===== config.mk =====
export PLATFORM = sky130hd
export DESIGN_NAME = outbus_arbiter
export DESIGN_NICKNAME = d
export VERILOG_FILES = /design/src/rtl/outbus_pkg.sv /design/src/rtl/outbus_arbiter_rr_picker.sv /design/src/rtl/outbus_arbiter.sv
export SDC_FILE = /design/constraint.sdc
export NUM_CORES = 1
export LEC_CHECK = 0
export CAP_MARGIN = 20
export CORE_MARGIN = 2
export CORE_UTILIZATION = 37
export CTS_BUF_LIST = sky130_fd_sc_hd__clkbuf_16
export CTS_CLUSTER_DIAMETER = 80
export CTS_CLUSTER_SIZE = 10
export DETAILED_ROUTE_END_ITERATION = 10
export GPL_TIMING_DRIVEN = 0
export HOLD_SLACK_MARGIN = 0.12
export PLACE_DENSITY = 0.9
export SLEW_MARGIN = 10
export SYNTH_ARGS = -nofsm -noshare
export SYNTH_HDL_FRONTEND = slang
export SYNTH_SLANG_ARGS = --single-unit

===== constraint.sdc =====
create_clock -name clk -period 3.1 [get_ports clk]
set_input_delay 0.465 -clock clk [delete_from_list [all_inputs] [get_ports clk]]
set_output_delay 0.465 -clock clk [all_outputs]
set_load 0.005 [all_outputs]

===== src/rtl/outbus_pkg.sv =====
// Shared bus definitions for the output bus arbiter and the peripherals on that bus.
// Holds the default bus widths and the requester-index width helper.
package outbus_pkg;

  localparam int ADDR_WIDTH_DEFAULT = 8;
  localparam int DATA_WIDTH_DEFAULT = 8;

  // Width of an index into n items; never narrower than one bit.
  function automatic int idx_width(input int n);
    return (n <= 1) ? 1 : $clog2(n);
  endfunction

endpackage


===== src/rtl/outbus_arbiter_rr_picker.sv =====
// Combinational round-robin picker: first set bit of valid at or above ptr, wrapping.
// Returns the one-hot grant, its index, and whether any grant was made.
module rr_picker
  import outbus_pkg::*;
#(
  parameter int NUM_REQ = 4,
  parameter int IDX_W   = idx_width(NUM_REQ)
) (
  input  logic [NUM_REQ-1:0] valid,
  input  logic [IDX_W-1:0]   ptr,
  output logic [NUM_REQ-1:0] grant,
  output logic [IDX_W-1:0]   index,
  output logic               any_grant
);

  localparam int SUM_W = IDX_W + 1;

  logic [2*NUM_REQ-1:0] dbl;
  logic [NUM_REQ-1:0]   rot;
  logic [SUM_W-1:0]     offset;
  logic [SUM_W-1:0]     sum;

  // Rotate so that bit 0 of rot corresponds to requester ptr.
  always_comb begin
    dbl = {valid, valid} >> ptr;
    rot = dbl[NUM_REQ-1:0];
  end

  // Highest k is visited first so the lowest rotated offset wins.
  always_comb begin
    offset    = '0;
    any_grant = 1'b0;
    for (int k = NUM_REQ - 1; k >= 0; k--) begin
      if (rot[k]) begin
        offset    = SUM_W'(k);
        any_grant = 1'b1;
      end
    end
  end

  always_comb begin
    sum = {1'b0, ptr} + offset;
    if (sum >= SUM_W'(NUM_REQ)) begin
      sum = sum - SUM_W'(NUM_REQ);
    end
    index = sum[IDX_W-1:0];
  end

  generate
    for (genvar gi = 0; gi < NUM_REQ; gi++) begin : g_grant
      assign grant[gi] = any_grant && (index == IDX_W'(gi));
    end
  endgenerate

endmodule


===== src/rtl/outbus_arbiter.sv =====
// Round-robin arbiter driving a single registered write bus from NUM_REQ requesters.
// Grant is combinational; the bus beat appears one cycle after the grant.
module outbus_arbiter
  import outbus_pkg::*;
#(
  parameter int NUM_REQ    = 4,
  parameter int DATA_WIDTH = DATA_WIDTH_DEFAULT,
  parameter int ADDR_WIDTH = ADDR_WIDTH_DEFAULT
) (
  input  logic                          clk,
  input  logic                          reset,
  input  logic [NUM_REQ-1:0]            req_valid,
  input  logic [NUM_REQ*ADDR_WIDTH-1:0] req_addr,
  input  logic [NUM_REQ*DATA_WIDTH-1:0] req_data,
  output logic [NUM_REQ-1:0]            req_ready,
  input  logic                          bus_stall,
  output logic [ADDR_WIDTH-1:0]         OUTBUS_ADDR,
  output logic [DATA_WIDTH-1:0]         OUTBUS_DATA,
  output logic                          OUTBUS_WE,
  output logic [$clog2(NUM_REQ)-1:0]    grant_id
);

  localparam int IDX_W = idx_width(NUM_REQ);

  logic [ADDR_WIDTH-1:0] addr_arr [NUM_REQ];
  logic [DATA_WIDTH-1:0] data_arr [NUM_REQ];

  logic [NUM_REQ-1:0]    valid_eff;
  logic [NUM_REQ-1:0]    grant;
  logic [IDX_W-1:0]      win_index;
  logic                  any_grant;

  logic [IDX_W-1:0]      ptr_reg, ptr_next;
  logic                  we_reg;
  logic [ADDR_WIDTH-1:0] addr_reg;
  logic [DATA_WIDTH-1:0] data_reg;
  logic [IDX_W-1:0]      gid_reg;

  generate
    for (genvar gi = 0; gi < NUM_REQ; gi++) begin : g_slice
      assign addr_arr[gi] = req_addr[gi*ADDR_WIDTH +: ADDR_WIDTH];
      assign data_arr[gi] = req_data[gi*DATA_WIDTH +: DATA_WIDTH];
    end
  endgenerate

  // Reset and stall both mask requests before the search, so no grant can leak out.
  assign valid_eff = (reset || bus_stall) ? '0 : req_valid;

  rr_picker #(
    .NUM_REQ (NUM_REQ),
    .IDX_W   (IDX_W)
  ) u_picker (
    .valid     (valid_eff),
    .ptr       (ptr_reg),
    .grant     (grant),
    .index     (win_index),
    .any_grant (any_grant)
  );

  assign req_ready = grant;

  always_comb begin
    ptr_next = ptr_reg;
    if (any_grant) begin
      ptr_next = (win_index == IDX_W'(NUM_REQ - 1)) ? '0 : win_index + IDX_W'(1);
    end
  end

  always_ff @(posedge clk) begin
    if (reset) begin
      ptr_reg  <= '0;
      we_reg   <= 1'b0;
      addr_reg <= '0;
      data_reg <= '0;
      gid_reg  <= '0;
    end else begin
      ptr_reg <= ptr_next;
      we_reg  <= any_grant;
      if (any_grant) begin
        addr_reg <= addr_arr[win_index];
        data_reg <= data_arr[win_index];
        gid_reg  <= win_index;
      end
    end
  end

  assign OUTBUS_WE   = we_reg;
  assign OUTBUS_ADDR = addr_reg;
  assign OUTBUS_DATA = data_reg;
  assign grant_id    = gid_reg;

endmodule


==> impl_summary.log, run 1 <==
[metrics] Int Pwr: 777.4 uW
[metrics] Worst path depth: 13
[metrics] count of cells along the worst hold path: 2
[metrics] count of buffer and inverter cells on the critical path: 3
[metrics] number of global-route vias before repair: 1545
[metrics] relative area change from synthesis to final layout: 89.70%
[metrics] number of cells produced by synthesis: 147
[metrics] post-synthesis instance area: between 1000 and 1500 sq um
[metrics] number of buffers inserted by hold repair at cts: 0
[metrics] Placed Cells incl. Taps: 289
[metrics] grt peak-use layer: met2
[metrics] critical path fanouts, max: 6
[metrics] met3 global-route usage: 6.333%
[metrics] Startpoint Class: flop
[metrics] critical-path cell list: buf_8 > nor3b_2 > a31oi_1 > a21oi_1 > a211oi_2 > nor2_2 > ha_2 > or3b_4 > nor2_4 > a22oi_4 > buf_12 > nor2_4 > buf_6
[metrics] class of the worst hold path: in -> reg
[metrics] total power draw: roughly 1100 uW
[metrics] Hold Fails Final Rpt: 0
[metrics] worst-case vdd ir drop: 290.7 uV
[metrics] max-slew violation count: 0
[metrics] count of final setup violators: 0
[metrics] router iterations before antenna repair: 4
[metrics] post-synthesis sequential area ratio: 28.14%
[metrics] final standard cell utilization of the core: a little under three quarters
[metrics] starting density of the core: between 30 and 40%
[metrics] number of antenna violations at the first check in global routing: 0
[metrics] first-pass GRT wire length: 6.989 mm
[metrics] most frequent CP cell: sky130_fd_sc_hd__nor2_4
[metrics] fraction of post-synthesis cell area in the top cell type by area: 28.14%
[metrics] # port buffers: 92
[metrics] cell taking the most area after synthesis: sky130_fd_sc_hd__dfxtp_1
[metrics] number of nets with antenna violations after detailed routing: 0
[metrics] antenna fix cells: 0
[metrics] crit path max-delay cell type: sky130_fd_sc_hd__or3b_4
[metrics] top cell types by occurrence after synthesis: sky130_fd_sc_hd__mux2i_1, sky130_fd_sc_hd__dfxtp_1, sky130_fd_sc_hd__nor2_1, sky130_fd_sc_hd__o21ai_0
[metrics] met2 routing resource usage after global routing: 35.66%
[metrics] synthesis warning total: 0
[metrics] combinational share of power: 45.3%
[metrics] endpoint required time on the critical path: 2.63 ns
[metrics] maximum clock path buffer count: 2
[metrics] Tmin final: approximately 3.0 ns
[metrics] insertion delay to the later sink of the worst-skew pair: 0.25 ns
[metrics] number of enable flip-flop cells after synthesis: 0
[metrics] clock tree skew after final layout: 0.002720 ns
[metrics] clock group share of total power: between 20% and 30%
[metrics] number of H-tree levels: 1
[metrics] type of the setup path with the least slack: reg -> out
[metrics] leakage power: 0.001177 uW
[metrics] DRC violations left: 0
[metrics] total track usage: 20.18%
[metrics] total congestion overflow after global routing: 0
[metrics] RSZ-0062 raised after global routing: true
[metrics] clock transition time at the flip-flop clock pins of the worst setup and hold paths: 0.06 ns
[metrics] count leader, synth: sky130_fd_sc_hd__mux2i_1
[metrics] Clk Tree Root Cell: sky130_fd_sc_hd__clkbuf_16
[metrics] Crit path max-delay family: simple AND/OR/NAND/NOR gates
[metrics] transition at the pin with the smallest max-transition slack: 0.5243 ns
[metrics] total CTS buffers: 3
[metrics] Post-synth ARST share: 0%
[metrics] most frequently used flop master after synthesis: sky130_fd_sc_hd__dfxtp_1
[metrics] number of distinct library cell variants in the gate-level netlist after synthesis: 37
[metrics] die extent in y: 67.54 um
[metrics] sequential share of power: 29.9%
[metrics] sort of element at the end of the critical path: output port
[metrics] Area after DPL: 2477 sq um
[metrics] total non-filler cell area in the finished layout: 2834 sq um
[metrics] first-iteration detailed-routing DRC count: 36
[metrics] count of placed standard cells in the final layout, fillers left out: 317
[metrics] part of the cycle the worst path needs: 97.96%
[metrics] net count of the mapped netlist: ~220
[metrics] P per Cell Area: 387.7 nW/um^2
[metrics] achievable frequency: 329.3 MHz
[metrics] arrival time of the worst setup path: about 2.6 ns
[metrics] worst hold slack after final layout: 0.4167 ns
[metrics] worst reg-to-reg path cell count: 12
[metrics] result of the run: complete, no violations
[metrics] final weighted congestion in routability-driven placement: approximately 0.79
[metrics] area of the die: 4562 sq um
[metrics] Ports: 94
[metrics] share of cells above drive strength 1: between 30 and 40%
[metrics] Layout Nets: 342
[metrics] max cap viols: 0
[metrics] TritonCTS Sinks: 21
[metrics] Avg Synthesized Cell Area: 10.16 sq um
[metrics] switching share of power: 29.24%
[metrics] Worst path max stage delay: 0.42 ns
[metrics] largest net degree at the start of global routing: 12
[metrics] clock tree from TritonCTS: done
[metrics] total length of routed wires: 4.929 mm
[metrics] GR met1 Demand/Resource: a little under a quarter
[metrics] # rows: 23
[metrics] HPWL Detailed: roughly 3.3 mm
[metrics] worst relative slew slack: 64.72%
[metrics] synthesis-stage register bit count: 21
[metrics] average detailed-routed wire length per instance: 15.55 um
[metrics] placeable core region: between 3000 and 4000 sq um
[metrics] NetSw: between 300 and 400 uW
[metrics] dominant cells by area after synthesis: sky130_fd_sc_hd__dfxtp_1, sky130_fd_sc_hd__mux2i_1, sky130_fd_sc_hd__a2bb2oi_2, sky130_fd_sc_hd__a2bb2oi_1, sky130_fd_sc_hd__o21ai_2
[metrics] total via count after detailed routing: around 1600
[metrics] vias per cell: 5.107
[metrics] die boundary width: 67.54 um
## through the flow
stage / TNS, ns / worst slack [ns]
4_1_cts: 0 / 0.03098
5_1_grt: -0.06053 / -0.06053
2_1_floorplan: 0 / 0.2657
3_5_place_dp: -8.429 / -1.116
6_report: 0 / 0.06332
3_3_place_gp: -7.597 / -1.080
## layout make-up
cell class	count	area, sq um
Timing Repair Buffer	118	1125
Tap cell	50	62.56
Sequential cell	21	424.2
Clock inverter	1	3.754
Inverter	4	15.01
Multi-Input combinational cell	113	1066
Fill cell	268	1109
Buffer	7	62.56
Clock buffer	3	75.07
## power groups by stage
stage	clock network, uW	registers (uW)	logic [uW]
6_report	273	328	498
5_1_grt	283	332	531
4_1_cts	272	325	461
3_5_place_dp	0	330	437
3_3_place_gp	0	329	433
2_1_floorplan	0	331	238
## placed cells by master, fill, tap and decap left out, drive strengths merged
cell type      count
a211oi             2
a21bo              1
a21o               2
a21oi              5
a22oi              2
a2bb2oi           16
a311oi             1
a31oi              2
and2               2
buf               35
clkbuf             7
clkdlybuf4s15      1
clkdlybuf4s50     83
dfxtp             21
dlygate4sd2        1
dlymetal6s2s       1
ha                 3
inv                5
mux2i             34
nand2              1
nand2b             1
nor2              12
nor3               1
nor3b              3
nor4               2
o21a               1
o21ai             18
or2                1
or3                1
or3b               1
xnor2              1
## cells by family after synthesis
logic type / count (synthesis) / synth area share [%]
adder cells (fa/ha/maj): 3 / 2.513
AO/OA/AOI/OAI: 50 / 30.40
flip-flops: 21 / 28.14
buffers and inverters: 13 / 6.030
multiplexers: 34 / 23.03
AND/OR/NAND/NOR: 25 / 9.297
XOR/XNOR: 1 / 0.5864
## worst paths after layout
path	start	slack, ns	end
hold / removal	reset	0.42	grant_id[1]
hold reg to reg	OUTBUS_DATA[0]	0.47	OUTBUS_DATA[0]
setup reg to reg	ptr_reg[0]	0.44	OUTBUS_DATA[3]
setup / recovery	ptr_reg[0]	0.06	req_ready[3]
## routing by layer
metal	up-vias	part of all wire [%]
met5	-	0
met4	0	1.9
met3	10	6.8
met2	62	53
met1	753	38
li1	794	-
## repair_timing
action                     in CTS  in global routing
resized for setup              46                 19
pin swaps                       7                  9
buffers inserted                4                 21
cloned                          0                  1
hold endpoints to repair        0                  0
setup endpoints to repair      18                  4
No activity file was read; power rests on OpenSTA's default activity.
==> inputs of run 2 (changes only) <==
--- a/config.mk
+++ b/config.mk
@@ -5,16 +5,16 @@
 export SDC_FILE = /design/constraint.sdc
 export NUM_CORES = 1
 export LEC_CHECK = 0
+export ABC_AREA = 1
 export CAP_MARGIN = 20
 export CORE_MARGIN = 2
-export CORE_UTILIZATION = 37
+export CORE_UTILIZATION = 39
 export CTS_BUF_LIST = sky130_fd_sc_hd__clkbuf_16
 export CTS_CLUSTER_DIAMETER = 80
 export CTS_CLUSTER_SIZE = 10
 export DETAILED_ROUTE_END_ITERATION = 10
-export GPL_TIMING_DRIVEN = 0
 export HOLD_SLACK_MARGIN = 0.12
-export PLACE_DENSITY = 0.9
+export PLACE_DENSITY = 0.89
 export SLEW_MARGIN = 10
 export SYNTH_ARGS = -nofsm -noshare
 export SYNTH_HDL_FRONTEND = slang
==> constraint.sdc (replaced) <==
create_clock -name clk -period 3.1 [get_ports clk]
set_input_delay 0.62 -clock clk [delete_from_list [all_inputs] [get_ports clk]]
set_output_delay 0.62 -clock clk [all_outputs]
set_load 0.005 [all_outputs]
==> run 2 against run 1 <==
  * The flow now finishes with violations (setup timing)
  * Synthesized cell count grew 99%
  * Critical path depth grew 5
  * Flip-flop and latch count is the same
  * Non-clock buffer count shrank 10
  * Die area grew 9.5%
  * Sequential share of layout area shrank 0.74 points
  * Final area grew 4.2%
  * Combinational power grew to 5.3 times the previous value
  * Total power grew to 3.1 times the previous value
  * Area after synthesis grew 16%
  * Maximum frequency shrank 4.5%
  * Critical path type is now in -> out
  * Critical endpoint is now req_ready[1]
  * Largest cell class is now multi-input combinational cells
==> impl_summary.log, run 2 <==
[metrics] first-pass GRT wire length: 9.177 mm (was 6.989 mm)
[metrics] Avg Synthesized Cell Area: 5.914 sq um (was 10.16 sq um)
[metrics] first-iteration detailed-routing DRC count: 105 (was 36)
[metrics] average detailed-routed wire length per instance: 12.98 um (was 15.55 um)
[metrics] worst relative slew slack: 53.03% (was 64.72%)
[metrics] dominant cells by area after synthesis: sky130_fd_sc_hd__nand2_1, sky130_fd_sc_hd__dfxtp_1, sky130_fd_sc_hd__nand3_1, sky130_fd_sc_hd__nand4_1, sky130_fd_sc_hd__nand3_2 (was sky130_fd_sc_hd__dfxtp_1, sky130_fd_sc_hd__mux2i_1, sky130_fd_sc_hd__a2bb2oi_2, sky130_fd_sc_hd__a2bb2oi_1, sky130_fd_sc_hd__o21ai_2)
[metrics] number of enable flip-flop cells after synthesis: 0 (unchanged)
[metrics] number of antenna violations at the first check in global routing: 0 (unchanged)
[metrics] Tmin final: 3.178 ns (was 3.037 ns)
[metrics] number of cells produced by synthesis: 293 (was 147)
[metrics] leakage power: 0.001492 uW (was 0.001177 uW)
[metrics] Int Pwr: 1626 uW (was 777.4 uW)
[metrics] type of the setup path with the least slack: in -> out (was reg -> out)
[metrics] Area after DPL: 2774 sq um (was 2477 sq um)
[metrics] achievable frequency: 314.6 MHz (was 329.3 MHz)
[metrics] total track usage: 22.55% (was 20.18%)
[metrics] max-slew violation count: 0 (unchanged)
[metrics] Post-synth ARST share: 0% (unchanged)
[metrics] result of the run: finished with violations (was complete, no violations)
[metrics] # rows: 24 (was 23)
[metrics] area of the die: 4993 sq um (was 4562 sq um)
[metrics] worst hold slack after final layout: 0.5040 ns (was 0.4167 ns)
[metrics] cell taking the most area after synthesis: sky130_fd_sc_hd__nand2_1 (was sky130_fd_sc_hd__dfxtp_1)
[metrics] vias per cell: 4.886 (was 5.107)
[metrics] HPWL Detailed: 4.006 mm (was 3.292 mm)
[metrics] max cap viols: 0 (unchanged)
[metrics] Hold Fails Final Rpt: 0 (unchanged)
[metrics] number of nets with antenna violations after detailed routing: 0 (unchanged)
[metrics] relative area change from synthesis to final layout: 70.47% (was 89.70%)
[metrics] clock transition time at the flip-flop clock pins of the worst setup and hold paths: 0.06 ns (about the same)
[metrics] total non-filler cell area in the finished layout: 2954 sq um (was 2834 sq um)
[metrics] largest net degree at the start of global routing: 33 (was 12)
[metrics] part of the cycle the worst path needs: 102.5% (was 97.96%)
[metrics] router iterations before antenna repair: 4 (unchanged)
[metrics] antenna fix cells: 0 (unchanged)
[metrics] fraction of post-synthesis cell area in the top cell type by area: 30.32% (was 28.14%)
[metrics] number of distinct library cell variants in the gate-level netlist after synthesis: 25 (was 37)
[metrics] die extent in y: 70.66 um (was 67.54 um)
[metrics] post-synthesis sequential area ratio: 24.26% (was 28.14%)
[metrics] TritonCTS Sinks: 21 (unchanged)
[metrics] sort of element at the end of the critical path: output port (unchanged)
[metrics] worst reg-to-reg path cell count: 16 (was 12)
[metrics] Clk Tree Root Cell: sky130_fd_sc_hd__clkbuf_16 (unchanged)
[metrics] Layout Nets: 469 (was 342)
[metrics] number of buffers inserted by hold repair at cts: 0 (unchanged)
[metrics] critical path fanouts, max: 8 (was 6)
[metrics] P per Cell Area: 1137 nW/um^2 (was 387.7 nW/um^2)
[metrics] number of H-tree levels: 1 (unchanged)
[metrics] sequential share of power: 13.0% (was 29.9%)
[metrics] top cell types by occurrence after synthesis: sky130_fd_sc_hd__nand2_1, sky130_fd_sc_hd__nand3_1, sky130_fd_sc_hd__inv_1, sky130_fd_sc_hd__dfxtp_1, sky130_fd_sc_hd__nand4_1 (was sky130_fd_sc_hd__mux2i_1, sky130_fd_sc_hd__dfxtp_1, sky130_fd_sc_hd__nor2_1, sky130_fd_sc_hd__o21ai_0)
[metrics] synthesis-stage register bit count: 21 (unchanged)
[metrics] arrival time of the worst setup path: 2.56 ns (was 2.57 ns)
[metrics] synthesis warning total: 0 (unchanged)
[metrics] NetSw: 1732 uW (was 321.2 uW)
[metrics] die boundary width: 70.66 um (was 67.54 um)
[metrics] number of global-route vias before repair: 2045 (was 1545)
[metrics] insertion delay to the later sink of the worst-skew pair: 0.25 ns (about the same)
[metrics] count of cells along the worst hold path: 2 (unchanged)
[metrics] endpoint required time on the critical path: 2.48 ns (was 2.63 ns)
[metrics] net count of the mapped netlist: 367 (was 221)
[metrics] most common library cell in the layout ignoring fill and taps: sky130_fd_sc_hd__nand2_1 (was sky130_fd_sc_hd__clkdlybuf4s50_1)
[metrics] total via count after detailed routing: 2179 (was 1619)
[metrics] total length of routed wires: 5.789 mm (was 4.929 mm)
[metrics] count of final setup violators: 4 (was 0)
[metrics] final weighted congestion in routability-driven placement: 0.7490 (was 0.7889)
[metrics] clock tree skew after final layout: 0.003091 ns (was 0.002720 ns)
[metrics] # port buffers: 93 (was 92)
[metrics] share of cells above drive strength 1: 19.29% (was 32.21%)
[metrics] clock tree from TritonCTS: done (unchanged)
[metrics] class of the worst hold path: reg -> reg (was in -> reg)
[metrics] count leader, synth: sky130_fd_sc_hd__nand2_1 (was sky130_fd_sc_hd__mux2i_1)
[metrics] Filler Cell Count: 373 (was 268)
[metrics] most frequently used flop master after synthesis: sky130_fd_sc_hd__dfxtp_1 (unchanged)
[metrics] violated checks: setup timing
[metrics] commonest cells after routing, fill and taps aside: sky130_fd_sc_hd__nand2_1, sky130_fd_sc_hd__clkdlybuf4s50_1, sky130_fd_sc_hd__nand3_1, sky130_fd_sc_hd__inv_1 (was sky130_fd_sc_hd__clkdlybuf4s50_1, sky130_fd_sc_hd__mux2i_1, sky130_fd_sc_hd__buf_4, sky130_fd_sc_hd__dfxtp_1, sky130_fd_sc_hd__o21ai_0)
[metrics] transition at the pin with the smallest max-transition slack: 0.7038 ns (was 0.5243 ns)
[metrics] switching share of power: 51.58% (was 29.24%)
[metrics] DRC violations left: 0 (unchanged)
[metrics] Ports: 94 (unchanged)
[metrics] total CTS buffers: 3 (unchanged)
[metrics] clock group share of total power: 8.3% (was 24.8%)
[metrics] placeable core region: 4324 sq um (was 3943 sq um)
[metrics] Final Worst Setup Slack: -0.07831 ns (was 0.06332 ns)
[metrics] post-synthesis instance area: 1733 sq um (was 1494 sq um)
[metrics] total congestion overflow after global routing: 0 (unchanged)
[metrics] Startpoint Class: input pin (was flop)
[metrics] maximum clock path buffer count: 2 (unchanged)
[metrics] worst-case vdd ir drop: 525.8 uV (was 290.7 uV)
[metrics] combinational share of power: 78.7% (was 45.3%)
[metrics] RSZ-0062 raised after global routing: true (unchanged)
[metrics] starting density of the core: 40.08% (was 37.89%)
==> run 2: cell types whose count changed after synthesis, sizes merged, moves of 7 or more <==
cell     change
nand2      +148
nand3       +46
mux2i       -34
inv         +22
a2bb2oi     -16
nand4       +16
o21ai       -15
clkbuf       +7
==> run 2: what timing repair did <==
| action | 4_1_cts | 5_1_grt |
|---|---|---|
| buffers inserted | 2 | 1 |
| pin swaps | 14 | 12 |
| gates cloned | 0 | 0 |
| gates resized for setup | 43 | 12 |
| setup endpoints to repair | 4 | 4 |
==> run 2: power groups by stage <==
| stage | combinational [uW] | sequential, uW | clock (uW) |
|---|---|---|---|
| global placement | 2410 | 427 | 0 |
| CTS | 2530 | 429 | 283 |
| finish | 2640 | 435 | 279 |
| detailed placement | 2480 | 433 | 0 |
| global route | 2940 | 442 | 295 |
| floorplan | 1660 | 426 | 0 |
==> run 2: path summary, 6_finish.rpt <==
path / startpoint / to / slack [ns]
max: reset / req_ready[1] / -0.08
min: grant_id[0] / grant_id[0] / 0.50
max reg2reg: ptr_reg[0] / OUTBUS_ADDR[1] / 0.52
min reg2reg: grant_id[0] / grant_id[0] / 0.50
==> run 2: cell type report <==
class,instances,area [sq um],area share [%]
Multi-Input combinational cell,228,1210,40.96
Timing Repair Buffer,115,1077,36.47
Sequential cell,21,420.4,14.23
Inverter,26,102.6,3.473
Clock buffer,3,75.07,2.541
Tap cell,52,65.06,2.202
Clock inverter,1,3.754,0.1271
==> run 2: logic make-up (layout without fill, tap and decap cells) <==
group                      count (synthesis)  in the layout  share of synthesized area [%]
AOI/OAI and AO/OA                          6              6                          1.949
and+or+nand+nor                          218            218                          59.71
buffers and inverters                     44            145                          11.41
DFF                                       21             21                          24.26
adders and majority gates                  3              3                          2.166
xor gates and xnor gates                   1              1                         0.5055
==> run 2: per-layer routing <==
metal,global-route usage [%],vias to the layer above,part of all wire [%]
met4,5.031,0,1.8
met2,40.78,94,50
li1,-,1129,-
met3,5.556,12,8.2
met5,0,-,0
met1,27.03,944,40
==> run 2: through the flow <==
stage                     instances  util, %  TNS (ns)  power [uW]  worst slack (ns)
after floorplan                 293        -         0        2089           0.09438
after global placement          439    64.15    -2.777        2832           -0.6963
after detailed placement        439    64.15    -4.795        2913           -0.8793
after CTS                       445    66.90  -0.02314        3244          -0.02314
after global routing            446    68.32   -0.5628        3674           -0.1648
final                           446    68.32   -0.2016        3357          -0.07831
==> run 2: worst max-delay path, cell delays in order <==
cell	delay (ns)
sky130_fd_sc_hd__buf_6	0.10
sky130_fd_sc_hd__nor2_4	0.25
sky130_fd_sc_hd__nand3_2	0.15
sky130_fd_sc_hd__nand2_1	0.10
sky130_fd_sc_hd__nand2_2	0.06
sky130_fd_sc_hd__nand2_4	0.09
sky130_fd_sc_hd__a31oi_4	0.04
sky130_fd_sc_hd__nor2_2	0.12
sky130_fd_sc_hd__ha_2	0.20
sky130_fd_sc_hd__xor2_2	0.17
sky130_fd_sc_hd__buf_4	0.15
sky130_fd_sc_hd__nand2_4	0.05
sky130_fd_sc_hd__nand2_4	0.08
sky130_fd_sc_hd__inv_4	0.04
sky130_fd_sc_hd__ha_4	0.15
sky130_fd_sc_hd__inv_2	0.04
sky130_fd_sc_hd__nor2_2	0.02
sky130_fd_sc_hd__buf_2	0.11
